--- config.mk ---
export PLATFORM = sky130hd
export DESIGN_NAME = signal_query_sequencer_flat
export DESIGN_NICKNAME = d
export VERILOG_FILES = /design/src/rtl/signal_query_sequencer_if.sv /design/src/rtl/signal_query_sequencer.sv /design/src/flat_wrapper.sv
export SDC_FILE = /design/constraint.sdc
export NUM_CORES = 1
export LEC_CHECK = 0
export CAP_MARGIN = 30
export CORE_ASPECT_RATIO = 0.7
export CORE_MARGIN = 2
export CORE_UTILIZATION = 34
export DETAILED_ROUTE_END_ITERATION = 8
export HOLD_SLACK_MARGIN = 0.08
export PLACE_DENSITY = 0.7
export SYNTH_ARGS = -nofsm -noshare
export SYNTH_HDL_FRONTEND = slang
export SYNTH_SLANG_ARGS = --single-unit
--- constraint.sdc ---
create_clock -name clk -period 22.1 [get_ports clk]
set_clock_uncertainty 0.15 [all_clocks]
set_input_delay 4.42 -clock clk [delete_from_list [all_inputs] [get_ports clk]]
set_output_delay 4.42 -clock clk [all_outputs]
set_load 0.01 [all_outputs]
--- src/rtl/signal_query_sequencer_if.sv ---
// Request/response bus between a trace consumer and the signal query sequencer.
// The consumer side uses the master modport and the sequencer uses the slave modport.
interface signal_query_sequencer_if;
    logic        req_valid;
    logic        req_ready;
    logic [2:0]  req_op;
    logic [31:0] req_arg0;
    logic [31:0] req_arg1;
    logic [2:0]  req_flags;
    logic        rsp_valid;
    logic        rsp_ready;
    logic [2:0]  rsp_op;
    logic [31:0] rsp_data0;
    logic [31:0] rsp_data1;
    logic        rsp_err;

    modport master (
        output req_valid, req_op, req_arg0, req_arg1, req_flags, rsp_ready,
        input  req_ready, rsp_valid, rsp_op, rsp_data0, rsp_data1, rsp_err
    );

    modport slave (
        input  req_valid, req_op, req_arg0, req_arg1, req_flags, rsp_ready,
        output req_ready, rsp_valid, rsp_op, rsp_data0, rsp_data1, rsp_err
    );
endinterface

--- src/rtl/signal_query_sequencer.sv ---
// Query initiator for the signal tracker. Requests are buffered in a small FIFO
// and executed one at a time. Each query sets up the tracker arguments, fires one
// strobe, waits a settle window, and then returns the captured result.
// The reset input rst_n is active-high even though its name ends in _n.
module signal_query_sequencer #(
    parameter int TRACKED_SIGNAL_WIDTH = 1,
    parameter int FIFO_DEPTH           = 2,
    parameter int SETTLE_CYCLES        = 1
) (
    input  logic                            clk,
    input  logic                            rst_n,
    signal_query_sequencer_if.slave         qif,
    output logic                            busy,
    output logic [31:0]                     value_in,
    output logic [31:0]                     range_lo,
    output logic [31:0]                     range_hi,
    output logic [31:0]                     previous_end_o,
    output logic [31:0]                     cycles_back_to_recall,
    output logic                            ready_flag,
    output logic                            ex_ready_flag,
    output logic                            data_mem_req_flag,
    output logic                            recalculate_time,
    output logic                            recalculate_range,
    output logic                            recalculate_single_cycle,
    output logic                            recalculate_back_cycle,
    output logic                            update_end,
    input  logic signed [31:0]              time_start_i,
    input  logic signed [31:0]              time_end_i,
    input  logic                            range_i,
    input  logic signed [31:0]              single_cycle_i,
    input  logic [TRACKED_SIGNAL_WIDTH-1:0] signal_recall_i
);

    localparam int PTR_W = $clog2(FIFO_DEPTH);
    localparam int CNT_W = (SETTLE_CYCLES > 1) ? $clog2(SETTLE_CYCLES) : 1;
    localparam logic [CNT_W-1:0] CNT_LAST = CNT_W'(SETTLE_CYCLES - 1);

    localparam logic [2:0] OP_TIME       = 3'd0;
    localparam logic [2:0] OP_RANGE      = 3'd1;
    localparam logic [2:0] OP_SINGLE     = 3'd2;
    localparam logic [2:0] OP_RECALL     = 3'd3;
    localparam logic [2:0] OP_UPDATE_END = 3'd4;

    typedef enum logic [2:0] {
        IDLE,
        SETUP,
        STROBE,
        SETTLE,
        RESP
    } state_e;

    typedef struct packed {
        logic [2:0]  op;
        logic [31:0] arg0;
        logic [31:0] arg1;
        logic [2:0]  flags;
    } req_t;

    state_e             state_q, state_d;
    logic [CNT_W-1:0]   settleCnt_q, settleCnt_d;

    req_t               fifoMem_q [FIFO_DEPTH];
    logic [PTR_W:0]     wrPtr_q, rdPtr_q;
    logic               fifoEmpty, fifoFull, push, pop;
    req_t               head;
    logic               headIllegal;

    logic               captureResult, captureUpdateEnd;

    logic [2:0]         op_q;
    logic [31:0]        valueIn_q, rangeLo_q, rangeHi_q, prevEnd_q, cyclesBack_q;
    logic               readyFlag_q, exReadyFlag_q, dataMemReqFlag_q;
    logic [2:0]         rspOp_q;
    logic [31:0]        rspData0_q, rspData1_q;
    logic               rspErr_q;

    // The extra pointer bit separates a full FIFO from an empty one when the indices match.
    assign fifoEmpty   = (wrPtr_q == rdPtr_q);
    assign fifoFull    = (wrPtr_q[PTR_W] != rdPtr_q[PTR_W]) &&
                         (wrPtr_q[PTR_W-1:0] == rdPtr_q[PTR_W-1:0]);
    assign push        = qif.req_valid && qif.req_ready;
    assign head        = fifoMem_q[rdPtr_q[PTR_W-1:0]];
    assign headIllegal = (head.op > OP_UPDATE_END);

    assign qif.req_ready = !fifoFull && !rst_n;
    assign qif.rsp_valid = (state_q == RESP);
    assign qif.rsp_op    = rspOp_q;
    assign qif.rsp_data0 = rspData0_q;
    assign qif.rsp_data1 = rspData1_q;
    assign qif.rsp_err   = rspErr_q;
    assign busy          = (state_q != IDLE) || !fifoEmpty;

    assign value_in              = valueIn_q;
    assign range_lo              = rangeLo_q;
    assign range_hi              = rangeHi_q;
    assign previous_end_o        = prevEnd_q;
    assign cycles_back_to_recall = cyclesBack_q;
    assign ready_flag            = readyFlag_q;
    assign ex_ready_flag         = exReadyFlag_q;
    assign data_mem_req_flag     = dataMemReqFlag_q;

    // Request storage is data only, so it needs no reset.
    always_ff @(posedge clk) begin
        if (push) begin
            fifoMem_q[wrPtr_q[PTR_W-1:0]] <= '{op:    qif.req_op,
                                               arg0:  qif.req_arg0,
                                               arg1:  qif.req_arg1,
                                               flags: qif.req_flags};
        end
    end

    // FIFO pointers advance on push and pop and wrap through the extra bit.
    always_ff @(posedge clk or posedge rst_n) begin
        if (rst_n) begin
            wrPtr_q <= '0;
            rdPtr_q <= '0;
        end else begin
            if (push) wrPtr_q <= wrPtr_q + 1'b1;
            if (pop)  rdPtr_q <= rdPtr_q + 1'b1;
        end
    end

    // State register and settle counter.
    always_ff @(posedge clk or posedge rst_n) begin
        if (rst_n) begin
            state_q     <= IDLE;
            settleCnt_q <= '0;
        end else begin
            state_q     <= state_d;
            settleCnt_q <= settleCnt_d;
        end
    end

    // Next-state logic, pop and capture controls, and the single strobe decoded from STROBE.
    always_comb begin
        state_d                  = state_q;
        settleCnt_d              = settleCnt_q;
        pop                      = 1'b0;
        captureResult            = 1'b0;
        captureUpdateEnd         = 1'b0;
        recalculate_time         = 1'b0;
        recalculate_range        = 1'b0;
        recalculate_single_cycle = 1'b0;
        recalculate_back_cycle   = 1'b0;
        update_end               = 1'b0;

        case (state_q)
            IDLE: begin
                if (!fifoEmpty) begin
                    pop     = 1'b1;
                    state_d = headIllegal ? RESP : SETUP;
                end
            end
            SETUP: begin
                state_d = STROBE;
            end
            STROBE: begin
                case (op_q)
                    OP_TIME:       recalculate_time         = 1'b1;
                    OP_RANGE:      recalculate_range        = 1'b1;
                    OP_SINGLE:     recalculate_single_cycle = 1'b1;
                    OP_RECALL:     recalculate_back_cycle   = 1'b1;
                    OP_UPDATE_END: update_end               = 1'b1;
                    default:       ;
                endcase
                if (op_q == OP_UPDATE_END) begin
                    captureUpdateEnd = 1'b1;
                    state_d          = RESP;
                end else begin
                    settleCnt_d = '0;
                    state_d     = SETTLE;
                end
            end
            SETTLE: begin
                if (settleCnt_q == CNT_LAST) begin
                    captureResult = 1'b1;
                    state_d       = RESP;
                end else begin
                    settleCnt_d = settleCnt_q + CNT_W'(1);
                end
            end
            RESP: begin
                if (qif.rsp_ready) state_d = IDLE;
            end
            default: begin
                state_d = IDLE;
            end
        endcase
    end

    // Load tracker arguments at pop so they are stable through SETUP, and capture results into the response.
    always_ff @(posedge clk or posedge rst_n) begin
        if (rst_n) begin
            op_q             <= '0;
            valueIn_q        <= '0;
            rangeLo_q        <= '0;
            rangeHi_q        <= '0;
            prevEnd_q        <= '0;
            cyclesBack_q     <= '0;
            readyFlag_q      <= 1'b0;
            exReadyFlag_q    <= 1'b0;
            dataMemReqFlag_q <= 1'b0;
            rspOp_q          <= '0;
            rspData0_q       <= '0;
            rspData1_q       <= '0;
            rspErr_q         <= 1'b0;
        end else begin
            if (pop) begin
                op_q       <= head.op;
                rspOp_q    <= head.op;
                rspErr_q   <= headIllegal;
                rspData0_q <= '0;
                rspData1_q <= '0;
                if (!headIllegal) begin
                    readyFlag_q   <= head.flags[0];
                    exReadyFlag_q <= head.flags[1];
                end
                case (head.op)
                    OP_TIME: begin
                        valueIn_q        <= head.arg0;
                        dataMemReqFlag_q <= head.flags[2];
                    end
                    OP_RANGE, OP_SINGLE: begin
                        rangeLo_q <= head.arg0;
                        rangeHi_q <= head.arg1;
                    end
                    OP_RECALL:     cyclesBack_q <= head.arg0;
                    OP_UPDATE_END: prevEnd_q    <= head.arg0;
                    default:       ;
                endcase
            end
            if (captureUpdateEnd) begin
                rspData0_q <= prevEnd_q;
            end
            if (captureResult) begin
                case (op_q)
                    OP_TIME: begin
                        rspData0_q <= time_start_i;
                        rspData1_q <= time_end_i;
                    end
                    OP_RANGE:  rspData0_q <= {31'd0, range_i};
                    OP_SINGLE: rspData0_q <= single_cycle_i;
                    OP_RECALL: rspData0_q <= 32'(signal_recall_i);
                    default:   ;
                endcase
            end
        end
    end

endmodule

--- src/flat_wrapper.sv ---
// flat-port wrapper written by rule: the top's interface ports become plain ports
module signal_query_sequencer_flat 
#(
    parameter int TRACKED_SIGNAL_WIDTH = 1,
    parameter int FIFO_DEPTH           = 2,
    parameter int SETTLE_CYCLES        = 1
)
  (clk, rst_n, busy, value_in, range_lo, range_hi, previous_end_o, cycles_back_to_recall, ready_flag, ex_ready_flag, data_mem_req_flag, recalculate_time, recalculate_range, recalculate_single_cycle, recalculate_back_cycle, update_end, time_start_i, time_end_i, range_i, single_cycle_i, signal_recall_i, qif_req_valid, qif_req_op, qif_req_arg0, qif_req_arg1, qif_req_flags, qif_rsp_ready, qif_req_ready, qif_rsp_valid, qif_rsp_op, qif_rsp_data0, qif_rsp_data1, qif_rsp_err);
  signal_query_sequencer_if qif_i ();
  input  logic clk;
  input  logic rst_n;
  output logic busy;
  output logic [31:0] value_in;
  output logic [31:0] range_lo;
  output logic [31:0] range_hi;
  output logic [31:0] previous_end_o;
  output logic [31:0] cycles_back_to_recall;
  output logic ready_flag;
  output logic ex_ready_flag;
  output logic data_mem_req_flag;
  output logic recalculate_time;
  output logic recalculate_range;
  output logic recalculate_single_cycle;
  output logic recalculate_back_cycle;
  output logic update_end;
  input  logic signed [31:0] time_start_i;
  input  logic signed [31:0] time_end_i;
  input  logic range_i;
  input  logic signed [31:0] single_cycle_i;
  input  logic [TRACKED_SIGNAL_WIDTH-1:0] signal_recall_i;
  input wire logic [$bits(qif_i.req_valid)-1:0] qif_req_valid;
  input wire logic [$bits(qif_i.req_op)-1:0] qif_req_op;
  input wire logic [$bits(qif_i.req_arg0)-1:0] qif_req_arg0;
  input wire logic [$bits(qif_i.req_arg1)-1:0] qif_req_arg1;
  input wire logic [$bits(qif_i.req_flags)-1:0] qif_req_flags;
  input wire logic [$bits(qif_i.rsp_ready)-1:0] qif_rsp_ready;
  output wire logic [$bits(qif_i.req_ready)-1:0] qif_req_ready;
  output wire logic [$bits(qif_i.rsp_valid)-1:0] qif_rsp_valid;
  output wire logic [$bits(qif_i.rsp_op)-1:0] qif_rsp_op;
  output wire logic [$bits(qif_i.rsp_data0)-1:0] qif_rsp_data0;
  output wire logic [$bits(qif_i.rsp_data1)-1:0] qif_rsp_data1;
  output wire logic [$bits(qif_i.rsp_err)-1:0] qif_rsp_err;
  assign qif_i.req_valid = qif_req_valid;
  assign qif_i.req_op = qif_req_op;
  assign qif_i.req_arg0 = qif_req_arg0;
  assign qif_i.req_arg1 = qif_req_arg1;
  assign qif_i.req_flags = qif_req_flags;
  assign qif_i.rsp_ready = qif_rsp_ready;
  assign qif_req_ready = qif_i.req_ready;
  assign qif_rsp_valid = qif_i.rsp_valid;
  assign qif_rsp_op = qif_i.rsp_op;
  assign qif_rsp_data0 = qif_i.rsp_data0;
  assign qif_rsp_data1 = qif_i.rsp_data1;
  assign qif_rsp_err = qif_i.rsp_err;
  signal_query_sequencer #(.TRACKED_SIGNAL_WIDTH(TRACKED_SIGNAL_WIDTH), .FIFO_DEPTH(FIFO_DEPTH), .SETTLE_CYCLES(SETTLE_CYCLES)) u_core (.clk(clk), .rst_n(rst_n), .qif(qif_i), .busy(busy), .value_in(value_in), .range_lo(range_lo), .range_hi(range_hi), .previous_end_o(previous_end_o), .cycles_back_to_recall(cycles_back_to_recall), .ready_flag(ready_flag), .ex_ready_flag(ex_ready_flag), .data_mem_req_flag(data_mem_req_flag), .recalculate_time(recalculate_time), .recalculate_range(recalculate_range), .recalculate_single_cycle(recalculate_single_cycle), .recalculate_back_cycle(recalculate_back_cycle), .update_end(update_end), .time_start_i(time_start_i), .time_end_i(time_end_i), .range_i(range_i), .single_cycle_i(single_cycle_i), .signal_recall_i(signal_recall_i));
endmodule
Word level (Yosys, flattened, before mapping)

Memories as Yosys holds them, arrays and structs flattened.
Cells that the tools add are included.

Bits in writable memories: 140
Word-level logic and storage cells: 93
Bits in registers: 239
Latch bits: 0
Memory bits (read-only): 0
Memories: 1

Bitwise logic cells: 1
Order comparisons: 1
Multipliers: 0
Eq/ne operators: 19
Reduce and logical (&&, ||, !) cells: 20
Add/subtract/negate cells: 3
Shifts and indexed selects: 0
Divide/modulo/power cells: 0
Muxes and demuxes: 32

Memories:

| name             | depth | width | read ports | clocked after Yosys merged registers in | write ports | line                         | text |
|---|---|---|---|---|---|---|---|
| u_core.fifoMem_q | 2     | 70    | 1          | 0                                       | 1           | signal_query_sequencer.sv:62 | `req_t fifoMem_q [FIFO_DEPTH];` |

Operators by type and width:

| kind                                                                   | count |
|---|---|
| 32-bit 2-to-1 mux                                                      | 6 |
| 32-bit one-hot mux with 4 select lines                                 | 1 |
| 3-bit by 2-bit equality test with 1-bit output (second input constant) | 6 |
| 1-bit 2-to-1 mux                                                       | 18 |
| 3-bit 2-to-1 mux                                                       | 5 |
| 3-bit one-hot mux with 5 select lines                                  | 1 |
| 2-bit AND reduction                                                    | 6 |
| 3-bit by 1-bit equality test with 1-bit output (second input constant) | 3 |
| 3-bit equality test (second input constant)                            | 3 |
| 3-bit logical NOT                                                      | 3 |
| 2-bit != test (second input constant)                                  | 4 |
| 2-bit by 1-bit adder with 2-bit output (second input constant)         | 2 |
| 3-bit greater-than comparator (second input constant)                  | 1 |
| 1-bit logical AND                                                      | 3 |
| 1-bit logical NOT                                                      | 3 |
| 3-bit AND reduction                                                    | 1 |
| 3-bit nonzero test                                                     | 1 |
| 2-bit equality test                                                    | 1 |
| 1-bit one-hot mux with 2 select lines                                  | 1 |
| 2-bit nonzero test                                                     | 1 |
| 2-bit OR reduction                                                     | 1 |
| 1-bit adder (second input constant)                                    | 1 |
| 1-bit equality test                                                    | 1 |
| 1-bit logical OR                                                       | 1 |
| 2 further kinds                                                        | 2 |

Logic depth before layout (Yosys ltp)

Gate-level depths: netlist of run 1.

Depth in word-level cells: 7
Mapped depth: 7
Mapped depth without buffers: 4

Worst setup path before layout of run 1

Ideal clock, no wire load.

Path kind: input -> output
Start point: input port rst_n
End point: output port qif_req_ready
Required time: 17.530 ns
Slack: 12.854 ns
Stages: 1
Data arrival time: 4.676 ns
Cell sequence: a21oi_1

Word-level cells in the longest chain between the ends: 2

RTL lines:

| item               | line                         | text |
|---|---|---|
| start: declaration | flat_wrapper.sv:11           | `input logic rst_n;` |
| 1-bit logical NOT  | signal_query_sequencer.sv:85 | `assign qif.req_ready = !fifoFull && !rst_n;` |
| 1-bit logical AND  | signal_query_sequencer.sv:85 |  |
| end: declaration   | flat_wrapper.sv:37           | `output wire logic [$bits(qif_i.req_ready)-1:0] qif_req_ready;` |

Every way passes these cells.

Worst setup path after layout of run 1

Ends and elaborated chain as after synthesis.

==> results.cfg, run 1 <==
[status]
outcome = finished clean

[synthesis]
synth_fa_ha_area_share_pct = 0
synth_cell_types = 39
seq_area_frac_synth_pct = 69.5
synth_simple_gate_area_share_pct = 2.71
ys_top_cells_by_area = dfrtp_1 (41%), edfxtp_1 (29%), mux2_2 (17%), a22o_1 (1.9%), a221oi_1 (1.9%)
yosys.area_share.xor_xnor_pct = 0.540
yosys_warnings = 0
synthMuxAreaShare_pct = 18.0
synth_top_family_by_area = multiplexers
syn_area_sq_um = 14600
avgSynthCellArea_sq_um = 16.1
yosysMostFrequentCell = dfrtp_1
synthTopCellsByCount = dfrtp_1 (238), mux2_2 (227), edfxtp_1 (140)
synthCells = 906
synth_edf_count = 140
synth_ff_type = dfrtp_1
synth_fp_nets = 1078
async_reset_ff_share_pct = 63.0
ys_ff_latch = 378
yosysTopAreaCell = dfrtp_1
synth_compound_area_share_pct = 7.25
yosysTopAreaCellShare_pct = 40.8

[worst_setup_path]
critPathLaunchType = primary input
worstPathArrival_ns = 5.78
worstSetupEndpointType = primary output
r2r_setup_slack_ns = 18.54
worstSetupPathType = in -> out
cp_data_required_time_ns = 17.53
cp_max_fo = 3

[layout]
syn_to_final_growth_pct = 41.6
register_area_sq_um = 10200
fillers = 3600
fin_area_sq_um = 20700
drive_gt1_share_pct = 24.2
multi_input_area_sq_um = 4230
nets = 1491

[die]
ios = 411
dieArea_sq_um = 44700
core_area_sq_um = 42300
rows = 63
die_y_um = 177
start_util_pct = 34.5
die_x_um = 252

[cts]
clk_path_buf_depth = 3
cts_setup_buffers = 0
cts_resized = 0
numCtsBuffers = 39
root_buffer = clkbuf_16
cts.clk_slew.worst_paths_ns = 0.06
cts_max_level = 2
clock_latency_ns = 0.54
cts_tree = yes
clock_sinks = 378
cts_hold_buf = 0

[routing]
vias = 9609
met3WireLength_um = 2800
avgViaCountPerCell = 5.05
ant_nets = 0
wl_met1_um = 18200
routed.top_layer = met4
met2_length_um = 20900
wirelength_um = 42800
drtIter0Drc = 497
drt_first_pass_iters = 5
drc = 0
avgRoutedWirePerCell_um = 22.5

[sta]
finalSetupViolations = 0
rsz0062_at_grt = false
finalCritPeriodShare_pct = 46.8
layout_min_cycle_time_ns = 10.35
hold_viol = 0
whs_ns = 0.342
tns_ns = 0
worst-slew-pin-transition_ns = 1.02
max_freq_mhz = 96.7
slew_viol_final = 0
slew_headroom_pct = 32.0

[grt]
grt_pass1_wl_um = 62900
grt_remaining_overflow = 0
grt_start_max_net_pins = 110
antenna_found_initial = 2
grt_pass1_vias = 9929
grt_usage_pct = 18.8

[run]
maxCapViolCount = 0

[placement]
dp_hpwl_um = 28800
post_dp_cell_area_sq_um = 19400
io_buffers = 410
routabilityCongestion = 0.767

[power]
peakVddDrop_v = 0.0000715
power_mw = 2.95
p_per_area_nw_per_um2 = 143
leakage_nw = 7.99

[hold_path]
min_path_type = reg -> reg
## area by class of cell
cell class | instances | area share, %
Sequential cell | 378 | 49.1
Timing Repair Buffer | 432 | 20.8
Multi-Input combinational cell | 464 | 20.4
Clock buffer | 57 | 5.59
Tap cell | 552 | 3.34
Clock inverter | 15 | 0.587
Inverter | 4 | 0.109
Antenna cell | 2 | 0.0242
## report_power, final
group | total, mW | leakage (nW) | switching [mW] | internal [mW]
logic | 1.17 | 3.10 | 0.549 | 0.626
clock network | 0.654 | 0.631 | 0.276 | 0.378
registers | 1.12 | 4.26 | 0.151 | 0.972
total | 2.95 | 7.99 | 0.976 | 1.98
## per-layer routing
metal / GRT usage (%) / up-vias
met5: 0 / -
met4: 4.61 / 0
met3: 4.36 / 63
met2: 31.6 / 307
met1: 24.6 / 4955
li1: - / 4284
## state kept, by name, indices dropped and copies added, names as in the netlist, 32 cells and up
register                      flops
u_core.cycles_back_to_recall     32
u_core.fifoMem_q                140
u_core.previous_end_o            32
u_core.qif.rsp_data0             32
u_core.qif.rsp_data1             32
u_core.range_hi                  32
u_core.range_lo                  32
u_core.value_in                  32
## layout by cell type, fill, tap and decap left out, types with 20 or more instances in the layout
cell and count:
mux2_2 227, a21oi_1 36, a22o_1 32, a221oi_1 31
edfxtp_1 140, clkdlybuf4s50_1 410, clkbuf_16 41, nand3_1 32
a31oi_1 32, dfrtp_1 237, buf_4 20
## worst paths after layout
check                      cells after the start                  endpoint               from
max                                            3             qif_req_ready              rst_n
min in group asynchronous                      2   u_core.qif.rsp_data1[7]              rst_n
max reg2reg                                    6  u_core.data_mem_req_flag  u_core.rdPtr_q[0]
max in group asynchronous                      3       u_core.range_hi[16]              rst_n
min                                            1         u_core.wrPtr_q[1]  u_core.wrPtr_q[1]
min reg2reg                                    1         u_core.wrPtr_q[1]  u_core.wrPtr_q[1]
## logic make-up after synthesis
kind of cell,count (synthesis)
compound gates,146
xor+xnor,9
buf+inv,64
flops,378
mux,233
simple gates,76
## through the flow
stage	util [%]	setup WS [ns]	instances
2_1_floorplan	-	11.00	906
3_5_place_dp	45.8	11.74	1829
5_1_grt	48.9	11.69	1902
3_3_place_gp	45.7	11.75	1828
6_report	48.9	11.75	1904
4_1_cts	48.8	11.75	1901
## worst max-delay path, stage by stage
cell and delay [ns]:
clkdlybuf4s50_1 0.51, a21oi_1 0.27, clkdlybuf4s50_1 0.58
Note: power is estimated with default switching activity, not from simulation.
==> run 2: changes to the inputs <==
PLACE_DENSITY = 0.72   (was 0.7)
clock period = 9.1 ns   (was 22.1 ns; I/O delays follow)
==> results.cfg, run 2 (same netlist as run 1, synthesis figures left out) <==
[power]
power_mw = 7.21
p_per_area_nw_per_um2 = 348
leakage_nw = 7.99
peakVddDrop_v = 0.000165

[sta]
whs_ns = 0.341
max_freq_mhz = 194
slew_viol_final = 0
slew_headroom_pct = 38.6
hold_viol = 0
tns_ns = 0
rsz0062_at_grt = false
finalCritPeriodShare_pct = 56.7
finalSetupViolations = 0
layout_min_cycle_time_ns = 5.16
worst-slew-pin-transition_ns = 0.919

[worst_setup_path]
path_buf_inv = 2
worstSetupEndpointType = primary output
path_common_cell = clkdlybuf4s50_1
crit_path_max_incr_delay_ns = 0.60
worstPathCellList = clkdlybuf4s50_1 -> a21oi_1 -> clkdlybuf4s50_1
worstPathArrival_ns = 3.19
critPathLaunchType = primary input
cp_max_fo = 3
worstSetupPathType = in -> out
cp_data_required_time_ns = 7.13
slowest_stage = clkdlybuf4s50_1
path_delay_family = buffers and inverters

[routing]
avgRoutedWirePerCell_um = 22.8
drc = 0
ant_nets = 0
drt_first_pass_iters = 5
vias = 9715
avgViaCountPerCell = 5.11
wirelength_um = 43300
drtIter0Drc = 496

[layout]
largest_register_ffs = 140
fin_area_sq_um = 20700
final_cell_mix = clkdlybuf4s50_1 (410), dfrtp_1 (237), mux2_2 (227)
drive_gt1_share_pct = 24.1
syn_to_final_growth_pct = 41.7
layout_commonest_cell = clkdlybuf4s50_1
nets = 1491

[cts]
root_buffer = clkbuf_16
numCtsBuffers = 39
cts_hold_buf = 0
cts_max_level = 2
clk_path_buf_depth = 3
cts.clk_slew.worst_paths_ns = 0.06
cts_tree = yes
cts_resized = 0
cts_setup_buffers = 0
clock_latency_ns = 0.53
clock_sinks = 378

[run]
maxCapViolCount = 0

[die]
dieArea_sq_um = 44700
die_x_um = 252
rows = 63
start_util_pct = 34.5
core_area_sq_um = 42300
ios = 411
die_y_um = 177

[grt]
antenna_found_initial = 2
grt_pass1_vias = 10300
grt_usage_pct = 18.9
grt_pass1_wl_um = 63600
grt_remaining_overflow = 0
grt_start_max_net_pins = 114

[placement]
post_dp_cell_area_sq_um = 19400
dp_hpwl_um = 29500
io_buffers = 410
routabilityCongestion = 0.775

[hold_path]
min_path_type = reg -> reg

[status]
outcome = finished clean
run 2: cell count changes in the layout (fill, tap and decap cells not counted):
cell / before / now
clkinv_1: 4 / 1
clkinv_2: 5 / 3
inv_6: 3 / 2
bufinv_16: 1 / 0
clkbuf_16: 41 / 43
buf_16: 1 / 2
clkbuf_1: 9 / 12
clkinv_8: 1 / 0
clkbuf_8: 7 / 8
clkinv_4: 1 / 0
buf_12: 1 / 0
clkinvlp_4: 0 / 1
run 2: path summary, 6_finish.rpt:
kind                                     start                   endpoint  slack (ns)  cells after the start
setup / recovery                         rst_n              qif_req_ready        3.94                      3
hold / removal             u_core.range_lo[20]        u_core.range_lo[20]        0.34                      1
setup reg to reg             u_core.rdPtr_q[0]        u_core.value_in[11]        5.23                      5
hold reg to reg            u_core.range_lo[20]        u_core.range_lo[20]        0.34                      1
max in group asynchronous                rst_n  u_core.previous_end_o[30]        5.57                      3
min in group asynchronous                rst_n   u_core.qif.rsp_data1[27]        1.74                      2
run 2: where the power goes:
part           internal, mW  switching [mW]
logic                  1.54            1.33
registers              2.36           0.399
clock network         0.929           0.654
run 2: per-stage QoR:
step	setup slack, ns	std cells	utilization (%)
after floorplan	0.599	906	-
after global routing	3.87	1901	48.9
final	3.94	1902	48.9
after global placement	3.92	1828	45.7
after CTS	3.93	1900	48.9
after detailed placement	3.94	1830	45.9
run 2: routing by layer:
layer / share of wire, % / wire length, um / track usage (%) / up-vias
met5: 0 / 0 / 0 / -
met4: 3.0 / 1290 / 6.65 / 0
met3: 6.0 / 2610 / 4.19 / 86
met2: 49 / 21000 / 31.5 / 332
met1: 42 / 18400 / 24.6 / 5028
li1: - / - / - / 4269
run 2: cell type report:
type	instances	area, sq um
antenna	2	5.00
clock buffer	63	1230
clock inverter	7	43.8
fill	3577	21600
inverter	4	22.5
multi-input combinational	464	4230
sequential	378	10200
tap	552	691
timing repair buffer	432	4310
==> run 3: changes to the inputs <==
clock period = 4.45 ns   (was 9.1 ns; I/O delays follow)
==> results.cfg, run 3 (same netlist as run 1, synthesis figures left out) <==
[grt]
grt_remaining_overflow = 0
grt_pass1_vias = 10300
grt_usage_pct = 18.9
grt_pass1_wl_um = 63500
antenna_found_initial = 5
grt_start_max_net_pins = 81

[cts]
cts_setup_buffers = 0
cts_hold_buf = 0
cts_max_level = 2
cts_tree = yes
clock_latency_ns = 0.52
numCtsBuffers = 39
root_buffer = clkbuf_16
cts.clk_slew.worst_paths_ns = 0.06
clock_sinks = 378
cts_resized = 0
clk_path_buf_depth = 3

[die]
die_y_um = 177
rows = 63
start_util_pct = 34.5
dieArea_sq_um = 44700
die_x_um = 252
ios = 411
core_area_sq_um = 42300

[worst_setup_path]
cp_data_required_time_ns = 3.41
worstPathCellList = xor2_1 -> nor2_1 -> nand2_1 -> clkdlybuf4s50_1
cp_max_fo = 56
worstPathArrival_ns = 2.67
path_buf_inv = 1
worstSetupEndpointType = primary output
worstSetupPathType = reg -> out
critPathLaunchType = register
slowest_stage = dfrtp_4
path_delay_family = flip-flops
crit_path_max_incr_delay_ns = 0.94

[sta]
slew_viol_final = 0
layout_min_cycle_time_ns = 3.71
tns_ns = 0
hold_viol = 0
rsz0062_at_grt = false
finalSetupViolations = 0
finalCritPeriodShare_pct = 83.3
slew_headroom_pct = 44.0
worst-slew-pin-transition_ns = 0.836
whs_ns = 0.344
max_freq_mhz = 270

[layout]
layout_commonest_cell = clkdlybuf4s50_1
fillers = 3590
final_cell_mix = clkdlybuf4s50_1 (410), dfrtp_1 (237), mux2_2 (227)
nets = 1493
largest_register_ffs = 140
multi_input_area_sq_um = 4230
syn_to_final_growth_pct = 41.9
register_area_sq_um = 10200
finish.utilization_pct = 49.0
drive_gt1_share_pct = 24.0

[power]
p_clk_share_pct = 21.9
combPwrFrac_pct = 39.6
p_switching_mw = 4.84
p_per_area_nw_per_um2 = 708
seq_power_share_pct = 38.6
p_int_mw = 9.84
peakVddDrop_v = 0.000339
switching_share_pct = 33.0
leakage_nw = 7.99

[run]
maxCapViolCount = 0

[placement]
dp_hpwl_um = 29400
routabilityCongestion = 0.771
io_buffers = 410

[routing]
wirelength_um = 43100
avgRoutedWirePerCell_um = 22.6
drc = 0
ant_nets = 0
drt_first_pass_iters = 6
vias = 9622
avgViaCountPerCell = 5.05
drtIter0Drc = 474

[hold_path]
min_path_type = reg -> reg

[status]
outcome = finished clean
==> run 3: cell type report <==
class / instances / area share (%)
sequential: 378 / 49.0
timing repair buffer: 434 / 21.0
multi-input combinational: 464 / 20.4
clock buffer: 67 / 5.95
tap: 552 / 3.33
clock inverter: 4 / 0.103
inverter: 4 / 0.0905
antenna: 4 / 0.0483
==> run 3: routing by layer <==
metal | vias up | GRT usage (%) | routed length, um
met5 | - | 0 | 16
met4 | 2 | 6.92 | 1340
met3 | 82 | 4.93 | 2840
met2 | 321 | 31.1 | 20900
met1 | 4941 | 24.1 | 18000
li1 | 4276 | - | -
==> run 3: path summary, 6_finish.rpt <==
path                                                     to  depth (start not counted)  slack [ns]              start
max                                                    busy                          4        0.74  u_core.rdPtr_q[0]
min                                       u_core.rdPtr_q[1]                          1        0.34  u_core.rdPtr_q[1]
max reg2reg                u_core.cycles_back_to_recall[30]                          5        1.38  u_core.rdPtr_q[0]
min reg2reg                               u_core.rdPtr_q[1]                          1        0.34  u_core.rdPtr_q[1]
max in group asynchronous               u_core.value_in[20]                          3        2.92              rst_n
min in group asynchronous           u_core.qif.rsp_data1[1]                          2        0.54              rst_n
==> run 3: power by group through the flow <==
| stage | Sequential (mW) | Combinational (mW) | Clock [mW] |
|---|---|---|---|
| detailed placement | 5.72 | 5.86 | 0 |
| CTS | 5.67 | 5.88 | 3.31 |
| global placement | 5.67 | 5.75 | 0 |
| finish | 5.66 | 5.81 | 3.21 |
| global route | 5.82 | 6.18 | 3.45 |
| floorplan | 5.85 | 2.52 | 0 |
==> run 3: per-stage QoR <==
| stage | area, sq um | power, mW | setup WS, ns | instances |
|---|---|---|---|---|
| 5_1_grt | 20700 | 15.4 | 0.581 | 1907 |
| 2_1_floorplan | 14600 | 8.37 | 0.290 | 906 |
| 3_5_place_dp | 19500 | 11.6 | 1.13 | 1832 |
| 4_1_cts | 20700 | 14.9 | 0.679 | 1903 |
| 6_report | 20700 | 14.7 | 0.742 | 1907 |
| 3_3_place_gp | 19500 | 11.4 | 1.10 | 1832 |
